`config.mk`:
```
export PLATFORM = sky130hd
export DESIGN_NAME = uart_txrx
export DESIGN_NICKNAME = d
export VERILOG_FILES = /design/src/rtl/uart_pkg.sv /design/src/rtl/uart_rx_core.sv /design/src/rtl/uart_txrx.sv
export SDC_FILE = /design/constraint.sdc
export NUM_CORES = 1
export LEC_CHECK = 0
export CORE_ASPECT_RATIO = 1.75
export CORE_UTILIZATION = 50
export DETAILED_ROUTE_END_ITERATION = 8
export MAX_ROUTING_LAYER = met4
export PLACE_DENSITY = 0.8
export SETUP_SLACK_MARGIN = 0.1
export SLEW_MARGIN = 25
export SYNTH_ARGS = -nofsm -noshare
export SYNTH_HDL_FRONTEND = slang
export SYNTH_SLANG_ARGS = --single-unit
```
`constraint.sdc`:
```
create_clock -name clk -period 2.6 [get_ports clk]
set_input_delay 0.52 -clock clk [delete_from_list [all_inputs] [get_ports clk]]
set_output_delay 0.52 -clock clk [all_outputs]
set_load 0.05 [all_outputs]
```
`src/rtl/uart_pkg.sv`:
```
// uart_pkg -- definitions shared by the UART transmitter/receiver.
//   WORD_W               : width of one data word / FIFO entry
//   DEFAULT_DELAY_FRAMES : clocks per bit (27 MHz / 9600 baud)
//   tx_state_t           : TX FSM encoding, also exported on state_out
//   rx_state_t           : RX FSM encoding (internal to uart_rx_core)
package uart_pkg;

  localparam int WORD_W               = 8;
  localparam int DEFAULT_DELAY_FRAMES = 2812;

  typedef enum logic [2:0] {
    TX_IDLE  = 3'd0,
    TX_START = 3'd1,
    TX_DATA  = 3'd2,
    TX_STOP  = 3'd3,
    TX_GAP   = 3'd4
  } tx_state_t;

  typedef enum logic [1:0] {
    RX_IDLE,
    RX_START,
    RX_DATA,
    RX_STOP
  } rx_state_t;

endpackage

```
`src/rtl/uart_rx_core.sv`:
```
// uart_rx_core -- 8N1 serial receiver.
// Optional feature: define UART_RX_STOP_CHECK_EN to reject frames whose stop
// bit samples low (comm_err set, data_ready cleared, rx_data kept). Without
// the macro comm_err is tied 0 and every frame is accepted.
// Ports:
//   clk, rst_n  : clock, synchronous active-low reset
//   rx_pin      : asynchronous serial input
//   rx_data     : last accepted byte
//   data_ready  : level, rx_data holds a valid byte (cleared on next start edge)
//   comm_err    : level, last frame had a bad stop bit (cleared on next start edge)
module uart_rx_core
  import uart_pkg::*;
#(
  parameter int BIT_PER_WORD = 7,
  parameter int DELAY_FRAMES = DEFAULT_DELAY_FRAMES
) (
  input  logic              clk,
  input  logic              rst_n,
  input  logic              rx_pin,
  output logic [WORD_W-1:0] rx_data,
  output logic              data_ready,
  output logic              comm_err
);

  localparam int DLY_W = $clog2(DELAY_FRAMES + 1);
  localparam int BIT_W = $clog2(BIT_PER_WORD + 1);
  localparam logic [DLY_W-1:0] BIT_LAST  = DLY_W'(DELAY_FRAMES - 1);
  localparam logic [DLY_W-1:0] HALF_LAST = DLY_W'(DELAY_FRAMES / 2 - 1);
  localparam logic [BIT_W-1:0] LAST_BIT  = BIT_W'(BIT_PER_WORD);

`ifdef UART_RX_STOP_CHECK_EN
  localparam bit STOP_CHECK = 1'b1;
`else
  localparam bit STOP_CHECK = 1'b0;
`endif

  logic              sync_meta, rx_sync, rx_prev;
  logic              fall, bit_done, stop_ok;
  logic [DLY_W-1:0]  cnt;
  logic [BIT_W-1:0]  bit_idx;
  logic [WORD_W-1:0] shreg;
  logic              comm_err_q;
  rx_state_t         state, state_d;

  // Two synchronizer flops, plus one more to see the falling edge of the
  // synchronized line. All reset high so reset never looks like a start bit.
  // NOTE: sequential state uses non-blocking (<=) so every flop samples the
  // pre-edge values of the others; blocking here would create races.
  always_ff @(posedge clk) begin
    if (!rst_n) begin
      sync_meta <= 1'b1;
      rx_sync   <= 1'b1;
      rx_prev   <= 1'b1;
    end else begin
      sync_meta <= rx_pin;
      rx_sync   <= sync_meta;
      rx_prev   <= rx_sync;
    end
  end

  assign fall     = rx_prev & ~rx_sync;
  assign bit_done = (cnt == BIT_LAST);
  assign stop_ok  = rx_sync | ~STOP_CHECK;

  always_ff @(posedge clk) begin
    if (!rst_n) state <= RX_IDLE;
    else        state <= state_d;
  end

  // NOTE: state_d gets a default before the case so no path leaves it
  // unassigned; otherwise a latch would be inferred.
  always_comb begin
    state_d = state;
    case (state)
      RX_IDLE:  if (fall) state_d = RX_START;
      // Mid-start re-sample: a line back high means a glitch, not a frame.
      RX_START: if (cnt == HALF_LAST) state_d = rx_sync ? RX_IDLE : RX_DATA;
      RX_DATA:  if (bit_done && bit_idx == LAST_BIT) state_d = RX_STOP;
      RX_STOP:  if (bit_done) state_d = RX_IDLE;
      default:  state_d = RX_IDLE;
    endcase
  end

  always_ff @(posedge clk) begin
    if (!rst_n) begin
      cnt        <= '0;
      bit_idx    <= '0;
      shreg      <= '0;
      rx_data    <= '0;
      data_ready <= 1'b0;
      comm_err_q <= 1'b0;
    end else begin
      case (state)
        RX_IDLE: begin
          cnt     <= '0;
          bit_idx <= '0;
          if (fall) begin
            data_ready <= 1'b0;
            comm_err_q <= 1'b0;
          end
        end
        RX_START: cnt <= (cnt == HALF_LAST) ? '0 : cnt + DLY_W'(1);
        RX_DATA: begin
          if (bit_done) begin
            cnt     <= '0;
            shreg   <= {rx_sync, shreg[WORD_W-1:1]};   // LSB arrives first
            bit_idx <= bit_idx + BIT_W'(1);
          end else begin
            cnt <= cnt + DLY_W'(1);
          end
        end
        RX_STOP: begin
          if (bit_done) begin
            cnt <= '0;
            if (stop_ok) begin
              rx_data    <= shreg;
              data_ready <= 1'b1;
              comm_err_q <= 1'b0;
            end else begin
              data_ready <= 1'b0;
              comm_err_q <= 1'b1;
            end
          end else begin
            cnt <= cnt + DLY_W'(1);
          end
        end
        default: cnt <= '0;
      endcase
    end
  end

  assign comm_err = STOP_CHECK & comm_err_q;

endmodule

```
`src/rtl/uart_txrx.sv`:
```
// uart_txrx -- full-duplex 8N1 UART: TX FIFO + transmitter, and receiver.
// Optional feature: UART_RX_STOP_CHECK_EN enables stop-bit checking in the
// receiver (see uart_rx_core).
// Ports:
//   clk, rst_n           : clock, synchronous active-low reset
//   data_in, data_clk    : TX byte and write strobe (rising edge enqueues)
//   busy, idle           : FIFO full; FIFO empty and transmitter idle
//   tx, state_out        : serial output (idle high), TX FSM state
//   led_tx               : ~{busy, idle}
//   rx_pin               : asynchronous serial input
//   rx_data, data_ready, comm_err : receiver outputs
//   led_rx               : ~rx_data[3:0]
module uart_txrx
  import uart_pkg::*;
#(
  parameter int BIT_PER_WORD = 7,
  parameter int DELAY_FRAMES = DEFAULT_DELAY_FRAMES,
  parameter int BUFFER_SIZE  = 16
) (
  input  logic              clk,
  input  logic              rst_n,
  input  logic [WORD_W-1:0] data_in,
  input  logic              data_clk,
  output logic              busy,
  output logic              idle,
  output logic              tx,
  output logic [2:0]        state_out,
  output logic [1:0]        led_tx,
  input  logic              rx_pin,
  output logic [WORD_W-1:0] rx_data,
  output logic              data_ready,
  output logic              comm_err,
  output logic [3:0]        led_rx
);

  localparam int PTR_W = $clog2(BUFFER_SIZE);
  localparam int CNT_W = $clog2(BUFFER_SIZE + 1);
  localparam int DLY_W = $clog2(DELAY_FRAMES + 1);
  localparam int BIT_W = $clog2(BIT_PER_WORD + 1);
  localparam logic [DLY_W-1:0] BIT_LAST = DLY_W'(DELAY_FRAMES - 1);
  localparam logic [BIT_W-1:0] LAST_BIT = BIT_W'(BIT_PER_WORD);

  logic              data_clk_q, write, push, pop;
  logic [WORD_W-1:0] mem [BUFFER_SIZE];
  logic [PTR_W-1:0]  wr_ptr, rd_ptr;
  logic [CNT_W-1:0]  count;
  logic [DLY_W-1:0]  clk_cnt;
  logic [BIT_W-1:0]  bit_idx;
  logic [WORD_W-1:0] shifter;
  logic              bit_done;
  tx_state_t         state, state_d;

  // ---------------- TX FIFO ----------------
  assign write = data_clk & ~data_clk_q;
  assign push  = write & ~busy;             // writes while full are dropped
  assign busy  = (count == CNT_W'(BUFFER_SIZE));
  assign idle  = (count == '0) && (state == TX_IDLE);

  always_ff @(posedge clk) begin
    if (!rst_n) begin
      data_clk_q <= 1'b0;
      wr_ptr     <= '0;
      rd_ptr     <= '0;
      count      <= '0;
    end else begin
      data_clk_q <= data_clk;
      if (push) wr_ptr <= wr_ptr + PTR_W'(1);
      if (pop)  rd_ptr <= rd_ptr + PTR_W'(1);
      if (push && !pop)      count <= count + CNT_W'(1);
      else if (pop && !push) count <= count - CNT_W'(1);
    end
  end

  // NOTE: storage is deliberately not reset; emptiness is tracked by count,
  // so stale entries are never read and the array can map to RAM.
  always_ff @(posedge clk) begin
    if (push) mem[wr_ptr] <= data_in;
  end

  // ---------------- TX FSM ----------------
  assign bit_done = (clk_cnt == BIT_LAST);

  always_ff @(posedge clk) begin
    if (!rst_n) state <= TX_IDLE;
    else        state <= state_d;
  end

  always_comb begin
    state_d = state;
    pop     = 1'b0;
    case (state)
      TX_IDLE: if (count != '0) begin
        pop     = 1'b1;
        state_d = TX_START;
      end
      TX_START: if (bit_done) state_d = TX_DATA;
      TX_DATA:  if (bit_done && bit_idx == LAST_BIT) state_d = TX_STOP;
      TX_STOP:  if (bit_done) state_d = TX_GAP;
      TX_GAP:   if (bit_done) state_d = TX_IDLE;
      default:  state_d = TX_IDLE;
    endcase
  end

  always_ff @(posedge clk) begin
    if (!rst_n) begin
      clk_cnt <= '0;
      bit_idx <= '0;
      shifter <= '0;
    end else if (pop) begin
      shifter <= mem[rd_ptr];
      clk_cnt <= '0;
      bit_idx <= '0;
    end else if (state != TX_IDLE) begin
      if (bit_done) begin
        clk_cnt <= '0;
        if (state == TX_DATA) begin
          shifter <= shifter >> 1;
          bit_idx <= bit_idx + BIT_W'(1);
        end
      end else begin
        clk_cnt <= clk_cnt + DLY_W'(1);
      end
    end
  end

  // tx decoded from state so it is high the cycle after reset or IDLE entry.
  always_comb begin
    case (state)
      TX_START: tx = 1'b0;
      TX_DATA:  tx = shifter[0];
      default:  tx = 1'b1;
    endcase
  end

  assign state_out = state;
  assign led_tx    = ~{busy, idle};

  // ---------------- RX ----------------
  uart_rx_core #(
    .BIT_PER_WORD (BIT_PER_WORD),
    .DELAY_FRAMES (DELAY_FRAMES)
  ) u_rx (
    .clk        (clk),
    .rst_n      (rst_n),
    .rx_pin     (rx_pin),
    .rx_data    (rx_data),
    .data_ready (data_ready),
    .comm_err   (comm_err)
  );

  assign led_rx = ~rx_data[3:0];

endmodule

```
# Word level (Yosys, flattened, before mapping)
# Memories as Yosys holds them, arrays and structs flattened. A register that Yosys moved wholly into a read port is not among the register bits.
# Cells that the tools add are included.
word_totals:
  reg_bits: 77
  mem_bits_rw: 128
  in_bits: 12
  out_inout_bits: 22
  elab_cells: 120
  memories: 1
op_classes:
  n_addsub: 8
  eq_ne: 23
  mux: 34
  bitwise_logic: 9
  n_reduce_logical: 28
memory_table:
  columns: ["memory", "depth", "width", "rd", "rd_clocked_by_memory_dff", "write_ports", "line_no", "rtl"]
  rows:
  - ["mem", 16, 8, 1, 1, 1, "uart_txrx.sv:44", "logic [WORD_W-1:0] mem [BUFFER_SIZE];"]
ops:
  columns: ["cell", "count"]
  rows:
  - ["$mux W12", 3]
  - ["$pmux W12 S3", 1]
  - ["$mux W8", 4]
  - ["$add A12 B1 Y12 const B", 2]
  - ["$eq A12 B12 Y1 const B", 2]
  - ["$mux W3", 6]
  - ["$pmux W3 S5", 1]
  - ["$eq A12 B11 Y1 const B", 1]
  - ["$ne A2 B1 Y1 const B", 6]
  - ["$reduce_bool A2 Y1", 6]
  - ["$mux W2", 5]
  - ["$mux W5", 2]
  - ["$eq A3 B3 Y1 const B", 3]
  - ["$reduce_and A3 Y1", 3]
  - ["$add A4 B1 Y4 const B", 2]
  - ["$mux W4", 2]
  - ["$ne A2 B2 Y1 const B", 4]
  - ["$pmux W2 S4", 1]
  - ["$add A3 B1 Y3 const B", 2]
  - ["$eq A3 B2 Y1 const B", 2]
  - ["$mux W1", 6]
  - ["$pmux W3 S2", 1]
  - ["$reduce_and A2 Y1", 3]
  - ["$add A5 B1 Y5 const B", 1]
  - ["20 further kinds", 33]

# Logic depth before layout (Yosys ltp)
logic_depth:
  depth_word: 7
  mapped_depth: 13
  ltp_nobuf: 11

# Hierarchy
# From an unflattened synthesis, not the netlist that was laid out.
unflattened:
  hier_cells: 620
  area_unflattened_um2: 8698.3
modules_own_cells:
  columns: ["mod", "n_inst", "cells_each", "area_each_um2", "seq_area_each_um2"]
  rows:
  - ["uart_txrx", 1, 460, 7081.8, 4724.5]
  - ["uart_rx_core", 1, 160, 1616.6, 740.7]

# Least setup slack after synthesis
# OpenSTA, ideal clock, no wires.
synth_timing:
  kind: "reg2out"
  startpoint: "register state[0] (netlist: state_out[0])"
  endpoint: "output led_tx[0]"
  arrival_time_ps: 2851
  path_slack_ps: -771
  path_stages_with_launch: 6
  path_cell_list: "dfxtp_1 -> buf_6 -> or3_1 -> buf_4 -> nor3_1 -> inv_1"
synth_via:
  elab_chain_len: 3
synth_lines:
  columns: ["item", "line_no", "rtl"]
  rows:
  - ["start, declared", "uart_txrx.sv:51", "tx_state_t state, state_d;"]
  - ["start signal, assigned", "uart_txrx.sv:85", "else state <= state_d;"]
  - ["$logic_not A3 Y1", "uart_txrx.sv:57", "assign idle = (count == '0) && (state == TX_IDLE);"]
  - ["$logic_and A1 B1 Y1", "uart_txrx.sv:57", null]
  - ["via idle", "uart_txrx.sv:25", "output logic idle,"]
  - ["$not A2 Y2", "uart_txrx.sv:136", "assign led_tx = ~{busy, idle};"]
  - ["end, declared", "uart_txrx.sv:28", "output logic [1:0] led_tx,"]
# The timed path passes the listed nets, and every way through them passes these cells.

# Final worst setup path
layout_timing:
  startpoint: "register state[1] (netlist: state_out[1])"
  endpoint: "register count[4]"
layout_via:
  elab_chain_len: 5
  word_cells_on_any_way: 7
layout_lines:
  columns: ["item", "line_no", "rtl"]
  rows:
  - ["$logic_not A3 Y1 (*)", "uart_txrx.sv:91", "case (state)"]
  - ["$mux W1 (*)", "uart_txrx.sv:91", null]
  - ["$logic_not A1 Y1", "uart_txrx.sv:69", "if (push && !pop) count <= count + CNT_W'(1);"]
  - ["$logic_and A1 B1 Y1", "uart_txrx.sv:69", null]
  - ["$mux W5 or $reduce_bool A2 Y1 (tied branches)", null, null]
  - ["end signal, assigned", "uart_txrx.sv:69", null]
  - ["end signal, assigned", "uart_txrx.sv:70", "else if (pop && !push) count <= count - CNT_W'(1);"]
  - ["end, declared", "uart_txrx.sv:46", "logic [CNT_W-1:0] count;"]
# Every way passes the cells marked *; elsewhere a longest branch is shown, timed or not.
# A chain may end at the register's enable or synchronous reset.

==> impl_metrics.env <==
export IMPL_p_clk_share_pct=33.1
export IMPL_hold_class="register to register"
export IMPL_dp_cells=896
export IMPL_synth_cell_types=64
export IMPL_clock_skew_ns=0.0110
export IMPL_post_syn_nets=667
export IMPL_layout_nets=729
export IMPL_drv_max_cap_violation_count=0
export IMPL_comb_power_share_pct=22.3
export IMPL_layout_core_utilization_pct=59.5
export IMPL_htree_levels=1
export IMPL_areaGrowthSynthToFinish_pct=16.3
export IMPL_worst_r2r_cell_count=11
export IMPL_worstReg2RegEnd="count[4]"
export IMPL_swShare_pct=27.2
export IMPL_setup_tns_final_ns=0
export IMPL_timing_hold_violations_final=0
export IMPL_powerDensity_mw_per_mm2=854
export IMPL_class_of_the_most_critical_setup_path="register to register"
export IMPL_io_pins=34
export IMPL_pre_cts_slack_ns=-0.188
export IMPL_tritoncts_num_sinks=209
export IMPL_static_leakage_nw=3.40
export IMPL_floorplan_die_width_um=102
export IMPL_min_delay_worst_endpoint="u_rx.rx_sync"
export IMPL_finish_cell_count_without_fillers=935
export IMPL_final_min_period_over_clock_period_pct=95.1
export IMPL_gp_congestion=0.831
export IMPL_floorplan_core_area_mm2=0.0169
export IMPL_yosysSeqAreaShare_pct=63.1
export IMPL_firstDrtPassIters=4
export IMPL_clkSlewWorstSetupHoldPaths_ns=0.06
export IMPL_via_count=5187
export IMPL_clock_latency_ns=0.49
export IMPL_ys_warn_count=0
export IMPL_post_route_cells_drive_above_1_share_pct=16.2
export IMPL_dp_hpwl_um=12100
export IMPL_final_period_minus_worst_setup_slack_ns=2.47
export IMPL_required_time_at_the_endpoint_of_the_critical_path_ns=3.01
export IMPL_crit_path_max_fanout=4
export IMPL_timing_slew_headroom_pct=60.1
export IMPL_ys_seq_elements=209
export IMPL_holdCritStartpoint="u_rx.sync_meta"
export IMPL_max_vdd_ir_drop_mv=0.650
export IMPL_dominantRegCellSynth="sky130_fd_sc_hd__edfxtp_1"
export IMPL_die_h_um=176
export IMPL_synthCells=633
export IMPL_portBuffers=32
export IMPL_start_kind="register"
export IMPL_power_sequential_fraction_pct=44.7
export IMPL_outcome="completed"
export IMPL_unrepaired_setup_endpoints_after_global_routing="true"
export IMPL_highest_signal_layer="met4"
export IMPL_drcViolationCount=0
export IMPL_route_layer_met1_wl_um=6060
export IMPL_average_instance_area_after_synthesis_um2=13.7
export IMPL_setup_violations_final=0
export IMPL_timing_max_transition_violations_final=0
export IMPL_final_critical_path_setup_slack_ns=0.127
export IMPL_cts_root_buf="sky130_fd_sc_hd__clkbuf_16"
export IMPL_diodes=0
export IMPL_fp_dieArea_mm2=0.0179
export IMPL_achievable_freq_mhz=404
export IMPL_arrival_ns=2.89
export IMPL_wl_um=17200
export IMPL_vias_per_cell=5.55
export IMPL_hold_ws_ns=0.429
export IMPL_postRouteAntennaNets=0
export IMPL_maximum_buffer_depth_of_the_clock_tree=3
export IMPL_post_synthesis_instance_area_mm2=0.00867
export IMPL_grt_overflow=0
export IMPL_instance_area_after_placement_mm2=0.00940
export IMPL_grt_max_degree=29
export IMPL_fill_cells=1214
export IMPL_min_path_cells=1
export IMPL_grt_util_all_layers_pct=20.8
export IMPL_grt_pass1_vias=5397
export IMPL_p_int_mw=6.26
export IMPL_initialDrtViolationCount=189
export IMPL_finished_cell_area_mm2=0.0101
export IMPL_route_met2_wl_um=9790
export IMPL_cts_hold_fix_buffers=0
export IMPL_cts_buffers=19
export IMPL_setup_worst_path_end_class="register"
export IMPL_initial_utilization_pct=51.1
export IMPL_tritoncts="yes"
export IMPL_rrSetupSlack_ns=0.13
export IMPL_route_detailed_wl_per_inst_um=18.4
export IMPL_antenna_violations_before_repair=0
export IMPL_synth_edff_count=128
export IMPL_met3_length_um=550
export IMPL_critical_path_reg2reg_startpoint="state_out[1]"
export IMPL_total_power_mw=8.61
export IMPL_async_s_r_ff_share_synth_pct=0
export IMPL_grt_first_pass_wirelength_um=27300
export IMPL_power_net_switching_mw=2.34
export IMPL_worst_tran_pin_value_ns=0.597
export IMPL_floorplan_rows=63
## Yosys cell counts, types with 6 or more instances
| library cell | instances | area (um2) |
|---|---|---|
| sky130_fd_sc_hd__mux4_2 | 18 | 405 |
| sky130_fd_sc_hd__ha_1 | 21 | 263 |
| sky130_fd_sc_hd__xnor2_1 | 12 | 105 |
| sky130_fd_sc_hd__nand4_1 | 6 | 37.5 |
| sky130_fd_sc_hd__mux4_1 | 16 | 420 |
| sky130_fd_sc_hd__and3_1 | 8 | 50.1 |
| sky130_fd_sc_hd__a22oi_1 | 10 | 75.1 |
| sky130_fd_sc_hd__buf_2 | 7 | 35.0 |
| sky130_fd_sc_hd__dfxtp_1 | 81 | 1620 |
| sky130_fd_sc_hd__nor2_1 | 61 | 229 |
| sky130_fd_sc_hd__edfxtp_1 | 128 | 3840 |
| sky130_fd_sc_hd__xor2_1 | 19 | 166 |
| sky130_fd_sc_hd__nand2_1 | 66 | 248 |
| sky130_fd_sc_hd__mux2i_1 | 8 | 80.1 |
| sky130_fd_sc_hd__nor3_1 | 8 | 40.0 |
| sky130_fd_sc_hd__nand2b_1 | 9 | 56.3 |
| sky130_fd_sc_hd__nand3_1 | 23 | 115 |
| sky130_fd_sc_hd__a21oi_1 | 33 | 165 |
| sky130_fd_sc_hd__clkbuf_1 | 12 | 45.0 |
| sky130_fd_sc_hd__inv_1 | 18 | 67.6 |
## timing repair
action                     in CTS  in global routing
pin swaps                       3                  2
resized for setup               5                  2
buffers inserted                2                  3
setup endpoints to repair       5                  2
cloned                          0                  0
## how the worst max path moves through the flow
stage	startpoint	endpoint	depth (start not counted)
2_1_floorplan	state_out[0]	count[4]	13
3_3_place_gp	data_clk	count[4]	11
3_5_place_dp	data_clk	count[4]	11
4_1_cts	count[0]	led_tx[0]	4
5_1_grt	state_out[1]	count[4]	11
6_report	state_out[1]	count[4]	11
## kinds of logic (layout without fill, tap and decap cells)
kind of cell	after synthesis	count (layout)	synth area share, %
other	1	1	0.0433
buffers and inverters	49	124	3.06
flip-flops	209	209	63.1
AND/OR/NAND/NOR	214	214	12.1
adder cells (fa/ha/maj)	22	22	3.26
multiplexers	42	42	10.5
AO/OA/AOI/OAI	65	65	4.92
XOR/XNOR	31	31	3.13
## critical path: stages, from the launching register on
cell and delay [ns]:
sky130_fd_sc_hd__dfxtp_4 0.34, sky130_fd_sc_hd__or3_4 0.39, sky130_fd_sc_hd__a21oi_4 0.16, sky130_fd_sc_hd__inv_4 0.06, sky130_fd_sc_hd__ha_4 0.18, sky130_fd_sc_hd__inv_4 0.08, sky130_fd_sc_hd__ha_4 0.20, sky130_fd_sc_hd__nor2b_1 0.14
sky130_fd_sc_hd__o21a_1 0.19, sky130_fd_sc_hd__or3_1 0.33, sky130_fd_sc_hd__a21oi_2 0.15, sky130_fd_sc_hd__mux2i_1 0.19
## power by group through the flow
stage	clock [mW]	combinational (mW)	sequential, mW
final	2.85	1.92	3.85
after global routing	3.01	2.06	3.86
after CTS	2.89	1.90	3.84
after detailed placement	0	1.84	3.91
after global placement	0	1.73	3.89
after floorplan	0	1.38	3.86
## state kept, by name, summed over array words and instances (netlist names), 3 cells and up, named ones only
signal        count
shifter           8
wr_ptr            4
u_rx.bit_idx      3
count             5
rd_ptr            4
bit_idx           3
mem             128
u_rx.rx_data      8
u_rx.cnt         12
state_out         3
clk_cnt          12
u_rx.shreg        8
## layout make-up
class | count | area, um2 | share of cell area, %
Clock inverter | 10 | 129 | 1.28
Timing Repair Buffer | 70 | 621 | 6.16
Multi-Input combinational cell | 375 | 2990 | 29.6
Clock buffer | 24 | 504 | 5.00
Sequential cell | 209 | 5480 | 54.3
Inverter | 20 | 80.1 | 0.794
Tap cell | 227 | 284 | 2.82
## routing by layer
| metal | track usage [%] | up-vias |
|---|---|---|
| met4 | 11.1 | 0 |
| met2 | 38.1 | 124 |
| li1 | - | 2447 |
| met3 | 2.85 | 55 |
| met1 | 20.7 | 2561 |
| met5 | - | - |
## cells in the final DEF (no fill, tap or decap), types with 9 or more instances in the layout
master | Yosys | final
sky130_fd_sc_hd__a21oi_1 | 33 | 32
sky130_fd_sc_hd__a22oi_1 | 10 | 10
sky130_fd_sc_hd__buf_4 | 4 | 39
sky130_fd_sc_hd__clkbuf_16 | 0 | 19
sky130_fd_sc_hd__clkdlybuf4s50_1 | 0 | 27
sky130_fd_sc_hd__dfxtp_1 | 81 | 75
sky130_fd_sc_hd__edfxtp_1 | 128 | 128
sky130_fd_sc_hd__ha_1 | 21 | 19
sky130_fd_sc_hd__inv_1 | 18 | 17
sky130_fd_sc_hd__mux4_1 | 16 | 16
sky130_fd_sc_hd__mux4_2 | 18 | 18
sky130_fd_sc_hd__nand2_1 | 66 | 66
sky130_fd_sc_hd__nand2b_1 | 9 | 9
sky130_fd_sc_hd__nand3_1 | 23 | 23
sky130_fd_sc_hd__nor2_1 | 61 | 61
sky130_fd_sc_hd__xnor2_1 | 12 | 12
sky130_fd_sc_hd__xor2_1 | 19 | 19
No activity file was read; power rests on OpenSTA's default activity.
